File: config.mk
export PLATFORM = sky130hd
export DESIGN_NAME = mem_port_arbiter
export DESIGN_NICKNAME = d
export VERILOG_FILES = /design/src/rtl/cpu_mem_pkg.sv /design/src/rtl/mem_arb_pick.sv /design/src/rtl/mem_port_arbiter.sv
export SDC_FILE = /design/constraint.sdc
export NUM_CORES = 1
export LEC_CHECK = 0
export CAP_MARGIN = 20
export CORE_MARGIN = 3
export CORE_UTILIZATION = 31
export CTS_BUF_LIST = sky130_fd_sc_hd__clkbuf_8
export CTS_CLUSTER_DIAMETER = 200
export DETAILED_ROUTE_END_ITERATION = 7
export HOLD_SLACK_MARGIN = 0.03
export PLACE_DENSITY = 0.9
export SYNTH_ARGS = -nofsm -noshare
export SYNTH_HDL_FRONTEND = slang
export SYNTH_HIERARCHICAL = 1
export SYNTH_SLANG_ARGS = --single-unit
File: constraint.sdc
create_clock -name clk -period 2.5 [get_ports clk]
set_clock_uncertainty 0.1 [all_clocks]
set_input_delay 0.25 -clock clk [delete_from_list [all_inputs] [get_ports clk]]
set_output_delay 0.25 -clock clk [all_outputs]
set_load 0.05 [all_outputs]
File: src/rtl/cpu_mem_pkg.sv
// Shared types and constants for the CPU memory-port arbiter.
package cpu_mem_pkg;

  localparam int unsigned DEFAULT_ADDR_W = 12;
  localparam int unsigned DEFAULT_DATA_W = 16;

  typedef enum logic [1:0] {
    IDLE,
    OWN0,
    OWN1
  } arb_state_t;

  typedef logic owner_t;

  localparam owner_t OWNER_CPU = 1'b0;
  localparam owner_t OWNER_DMA = 1'b1;

endpackage

File: src/rtl/mem_arb_pick.sv
// Combinational winner select for an arbitration cycle in IDLE.
// ARB_ROUND_ROBIN_EN selects round-robin tie-break; otherwise the CPU always wins.
module mem_arb_pick
  import cpu_mem_pkg::*;
(
  input  logic   req0,
  input  logic   req1,
  input  owner_t last_owner,
  output owner_t winner
);

  logic unused_last_owner;
  assign unused_last_owner = last_owner;

  always_comb begin
    winner = OWNER_CPU;
    if (req0 && req1) begin
`ifdef ARB_ROUND_ROBIN_EN
      winner = ~last_owner;
`else
      winner = OWNER_CPU;
`endif
    end else if (req1) begin
      winner = OWNER_DMA;
    end
  end

endmodule

File: src/rtl/mem_port_arbiter.sv
// Shares a single-port memory between the CPU (requester 0) and a DMA engine (requester 1)
// with a burst limit. Build with ARB_ROUND_ROBIN_EN for round-robin tie-break in IDLE.
module mem_port_arbiter
  import cpu_mem_pkg::*;
#(
  parameter int unsigned ADDR_W    = DEFAULT_ADDR_W,
  parameter int unsigned DATA_W    = DEFAULT_DATA_W,
  parameter int unsigned MAX_BURST = 8
) (
  input  logic              clk,
  input  logic              rst,
  input  logic              req0,
  input  logic              req1,
  input  logic              we0,
  input  logic              we1,
  input  logic [ADDR_W-1:0] addr0,
  input  logic [ADDR_W-1:0] addr1,
  input  logic [DATA_W-1:0] wdata0,
  input  logic [DATA_W-1:0] wdata1,
  output logic              gnt0,
  output logic              gnt1,
  output logic              rvalid0,
  output logic              rvalid1,
  output logic [DATA_W-1:0] rdata0,
  output logic [DATA_W-1:0] rdata1,
  output logic [ADDR_W-1:0] mem_addr,
  output logic [DATA_W-1:0] mem_wdata,
  output logic              mem_we,
  input  logic [DATA_W-1:0] mem_rdata
);

  localparam logic [7:0] BurstMax = 8'(MAX_BURST);

  arb_state_t state;
  logic [7:0] burst_cnt;
  owner_t     last_owner;
  logic       rvalid0_q;
  logic       rvalid1_q;
  owner_t     winner;
  logic [8:0] cnt_inc;
  logic       burst_done;

  mem_arb_pick u_pick (
    .req0       (req0),
    .req1       (req1),
    .last_owner (last_owner),
    .winner     (winner)
  );

  // Outputs are held at zero while reset is asserted, even mid-burst.
  assign gnt0    = !rst && (state == OWN0) && req0;
  assign gnt1    = !rst && (state == OWN1) && req1;
  assign rvalid0 = !rst && rvalid0_q;
  assign rvalid1 = !rst && rvalid1_q;
  assign rdata0  = rvalid0 ? mem_rdata : '0;
  assign rdata1  = rvalid1 ? mem_rdata : '0;

  assign cnt_inc    = {1'b0, burst_cnt} + 9'd1;
  assign burst_done = cnt_inc >= {1'b0, BurstMax};

  always_comb begin
    mem_addr  = '0;
    mem_wdata = '0;
    mem_we    = 1'b0;
    if (gnt0) begin
      mem_addr  = addr0;
      mem_wdata = wdata0;
      mem_we    = we0;
    end else if (gnt1) begin
      mem_addr  = addr1;
      mem_wdata = wdata1;
      mem_we    = we1;
    end
  end

  always_ff @(posedge clk) begin
    if (rst) begin
      state      <= IDLE;
      burst_cnt  <= '0;
      last_owner <= OWNER_DMA;
      rvalid0_q  <= 1'b0;
      rvalid1_q  <= 1'b0;
    end else begin
      rvalid0_q <= gnt0 && !we0;
      rvalid1_q <= gnt1 && !we1;
      unique case (state)
        IDLE: begin
          if (req0 || req1) begin
            state      <= (winner == OWNER_CPU) ? OWN0 : OWN1;
            last_owner <= winner;
            burst_cnt  <= '0;
          end
        end
        OWN0: begin
          if (!req0) begin
            burst_cnt <= '0;
            if (req1) begin
              state      <= OWN1;
              last_owner <= OWNER_DMA;
            end else begin
              state <= IDLE;
            end
          end else if (burst_done) begin
            if (req1) begin
              state      <= OWN1;
              last_owner <= OWNER_DMA;
              burst_cnt  <= '0;
            end else begin
              burst_cnt <= BurstMax;
            end
          end else begin
            burst_cnt <= cnt_inc[7:0];
          end
        end
        OWN1: begin
          if (!req1) begin
            burst_cnt <= '0;
            if (req0) begin
              state      <= OWN0;
              last_owner <= OWNER_CPU;
            end else begin
              state <= IDLE;
            end
          end else if (burst_done) begin
            if (req0) begin
              state      <= OWN0;
              last_owner <= OWNER_CPU;
              burst_cnt  <= '0;
            end else begin
              burst_cnt <= BurstMax;
            end
          end else begin
            burst_cnt <= cnt_inc[7:0];
          end
        end
        default: state <= IDLE;
      endcase
    end
  end

endmodule

== Word-level counts from Yosys, hierarchy flattened ==
Index checks and enable logic that the tools add are counted.
Storage, ports and cells
  logic and storage cells: 59
  flip-flop bits (word level): 12
  bits in latches: 0
  memory bits (writable): 0
  output and inout port bits: 65
  bits of input ports: 78
  bits in read-only memories: 0
  memories kept: 0
Cells by class
  multiplexer cells: 29
  reductions and logical operators: 17
  bitwise gates (word level): 0
  $add $sub $neg: 1
  $lt $le $gt $ge: 1
  div/mod/pow operators: 0
  shift-type cells: 0
  eq/ne operators: 7
  multiply operators: 0
Operators by type and width (count)
  16-bit 2-to-1 mux: 4
  8-bit 2-to-1 mux: 5
  12-bit 2-to-1 mux: 2
  8-bit one-hot mux with 3 select lines: 1
  2-bit 2-to-1 mux: 9
  3-bit inequality test, second input constant: 4
  8-bit by 1-bit adder with 9-bit output, second input constant: 1
  9-bit by 4-bit >= comparator with 1-bit output, second input constant: 1
  1-bit logical AND: 9
  4-bit 2-to-1 mux: 2
  2-bit one-hot mux with 3 select lines: 1
  1-bit 2-to-1 mux: 5
  5-bit AND reduction: 1
  1-bit logical NOT: 3
  3-bit nonzero test: 1
  2-bit by 1-bit equality test with 1-bit output, second input constant: 1
  2-bit equality test, second input constant: 1
  2-bit logical NOT: 1
  2-bit inequality test, second input constant: 1
  2-bit AND reduction: 1
  1-bit logical OR: 1

== Longest topological paths before layout ==
  depth after elaboration: 5
  depth in mapped cells: 8
  depth with buffers taken out: 7

== By module ==
Netlist, hierarchy kept.
Modules (own cells, without submodules)
  mem_port_arbiter: instances 1, area each 1253.7 µm², sequential area each 260.2 µm², cells an instance 157
  mem_arb_pick: instances 1, area each 13.8 µm², sequential area each 0.0 µm², cells an instance 1

== Least setup slack after synthesis ==
No wires, ideal clock.
  path kind: register to output
  start: register state[1]
  end: output mem_wdata[10]
  data required time: 2.150 ns
  arrival: 2.070 ns
  setup slack: 0.080 ns
  stages on the path, launching flop included: 7
  cell sequence: dfxtp_1 > inv_1 > ha_1 > nand2_2 > nor2_2 > clkbuf_1 > a22o_1
Between the ends
  elaborated cells between the ends (all ways): 8
  those cells by class: eq/ne (2); mux (2); reduce/logical (4)
RTL lines
  start: declaration: RTL line mem_port_arbiter.sv:34  | arb_state_t state;
  start signal: assignment: RTL line mem_port_arbiter.sv:89  | state <= (winner == OWNER_CPU) ? OWN0 : OWN1;
  2-bit by 1-bit equality test with 1-bit output: RTL line mem_port_arbiter.sv:51  | assign gnt0 = !rst && (state == OWN0) && req0;
  1-bit logical AND (2 in a row): RTL line mem_port_arbiter.sv:51
  net gnt0: RTL line mem_port_arbiter.sv:20  | output logic gnt0,
  16-bit 2-to-1 mux: RTL line mem_port_arbiter.sv:65  | if (gnt0) begin
  end: declaration: RTL line mem_port_arbiter.sv:27  | output logic [DATA_W-1:0] mem_wdata,
The timed path passes the listed nets, and every way through them passes these cells.

== Worst setup path in the final report ==
  start: register state[0]
  end: output mem_addr[6]
Between the ends
  cells in the longest elaborated chain, start to end: 5
  elaborated cells between the ends (all ways): 8
  those cells by class: eq/ne (2); mux (2); reduce/logical (4)
Ends and longest elaborated chain
  2-bit equality test: RTL line mem_port_arbiter.sv:52  | assign gnt1 = !rst && (state == OWN1) && req1;
  1-bit logical AND (2 in a row): RTL line mem_port_arbiter.sv:52
  12-bit 2-to-1 mux: RTL line mem_port_arbiter.sv:69  | end else if (gnt1) begin
  12-bit 2-to-1 mux (*): RTL line mem_port_arbiter.sv:65
  end: declaration: RTL line mem_port_arbiter.sv:26  | output logic [ADDR_W-1:0] mem_addr,
Mark *: on every way between the ends. The rest lies on a longest branch, timed or not.

==> flow_summary.ini <==
[critical_path]
crit_family = buffers and inverters
startpoint_type = register
critPathBufInv = 3
end_kind = output port
max_stage_delay_ns = 0.32
worst-setup-path-type = register to output port
rr_worst_depth = 6
r2r_start = burst_cnt[0]
crit_chain = inv_1, ha_1, nand2_1, or2_4, nor2_4, buf_4, a22o_1, buf_4
crit_path_start = state[0]
cpMostUsedCell = buf_4
rrSetupSlack_ns = 0.66
cp_data_arrival_time_ns = 1.99
crit_path_max_fanout = 21
cp_slowest_cell = dfxtp_1
crit_cells = 8
required_ns = 2.15
endpoint = mem_addr[6]
rr_endpoint = burst_cnt[0]

[sta]
finalSetupTns_ns = 0
tightest_slew_ns = 0.347
setup_violations = 0
fin_crit_sh_pct = 93.4
hold_violations = 0
fin_crit_ns = 2.34
relSlewSlack_pct = 76.8
drv_slew = 0
rsz0062_at_grt = no
fmaxAchievable_mhz = 428

[clock_network]
post_cts_buffers = 0
post_cts_resized = 0
ctsRootBufferMaster = clkbuf_8
clock_latency_ns = 0.24
cts_hold_buf = 0
cts-buffers-inserted = 3
htreeDepth = 1
cts.sinks = 12
clockBufferDepth = 2
tritoncts = done
path_clk_slew_ns = 0.05

[global_routing]
grtUsageMet1_pct = 25.8
antenna_found_initial = 0
use_met2_pct = 43.8
grt_max_degree = 23
overflow = 0
busiest_layer = met2
met3_usage_pct = 5.42
grt_pass1_vias = 1619
grt_pass1_wl_um = 8090
grt_usage_pct = 23.0

[power]
p_per_area_nw_per_um2 = 422
p_leak_nw = 1.32
peakVddDrop_mv = 0.416

[cells_and_area]
final_nets = 380
final_util_pct = 86.3
fillCellCount = 185
area_growth_pct = 153
drive_gt1_share_pct = 29.2
antenna_cells = 0

[job]
cap_violations = 0

[synth]
syn_inst = 149
netlist_area_um2 = 1200
ys_warn_count = 6
syn-num-nets = 233
synth_area_per_cell_um2 = 8.04

[die]
chipHeight_um = 68.2
die-width_um = 68.2
die_area_um2 = 4650
design.core.area_um2 = 3520
start_util_pct = 34.0
ios = 143
num_rows = 21

[route]
drc = 0
dr_total_vias = 1677
wl_per_cell_um = 17.4
ant_nets = 0
drtPass1Iterations = 4
viasPerCell = 4.92
wirelength_um = 5940
first_iter_violations = 62

[place]
gp_congestion = 0.778
numPortBuffers = 142
dp_hpwl_um = 5290

[hold_path]
holdCritPathClass = register to register

[run_status]
status = finished, final reports clean
[worst min path at each step]
stage                  from      endpoint  slack (ns)  depth (start not counted)
6_report       burst_cnt[2]  burst_cnt[2]        0.39                          2
5_1_grt        burst_cnt[3]  burst_cnt[3]        0.42                          2
4_1_cts        burst_cnt[2]  burst_cnt[2]        0.39                          2
3_5_place_dp   burst_cnt[3]  burst_cnt[3]        0.38                          2
3_3_place_gp   burst_cnt[2]  burst_cnt[2]        0.36                          2
2_1_floorplan           we1     rvalid1_q        0.22                          1
[worst reg2reg max path, stage by stage, from the launching register on]
cell,delay [ns]
dfxtp_1,0.34
ha_1,0.24
nand2b_1,0.16
mux2i_2,0.21
nand4_1,0.20
or3_1,0.37
a21oi_2,0.15
[metal layers]
metal | wire length [um] | vias up
li1 | - | 826
met1 | 2160 | 773
met2 | 3260 | 72
met3 | 469 | 6
met4 | 43 | 0
met5 | 0 | -
[through the flow]
stage                     hold slack (ns)  total power [mW]  instances  area, um2  setup WS (ns)
after floorplan                     0.222             0.733        149       1200          0.103
after global placement              0.364              1.05        337       2980          0.372
after detailed placement            0.379              1.08        337       2980          0.341
after CTS                           0.388              1.29        341       3040          0.168
after global routing                0.417              1.35        341       3040         0.0179
final                               0.389              1.28        341       3040          0.164
[power by group]
| part | switching [mW] | total, mW | internal, mW | leakage, nW |
|---|---|---|---|---|
| logic | 0.489 | 0.851 | 0.362 | 1.19 |
| clock network | 0.0679 | 0.207 | 0.139 | 0.0288 |
| registers | 0.0139 | 0.224 | 0.210 | 0.0971 |
[state kept, by name (all words and copies together), names as in the netlist]
signal / cells
burst_cnt: 8
rvalid0_q: 1
rvalid1_q: 1
state: 2
[placed cells by master, fill, tap and decap left out, drive strengths merged, types with 2 or more instances in the layout]
master,count
inv,6
clkbuf,4
nor2,7
a21oi,5
a21o,2
a211o,2
nand3,2
clkdlybuf4s50,77
nor2b,3
buf,74
and2,37
nand4,4
ha,6
nand2,11
a22o,30
dfxtp,12
[layout make-up]
class / instances / area, um2 / share of cell area [%]
inverters: 6 / 22.5 / 0.741
multi-input cells: 122 / 886 / 29.2
repair buffers: 151 / 1780 / 58.5
flip-flops and latches: 12 / 240 / 7.91
well taps: 46 / 57.6 / 1.89
clock buffers: 4 / 55.1 / 1.81
No activity file was read; power rests on OpenSTA's default activity.
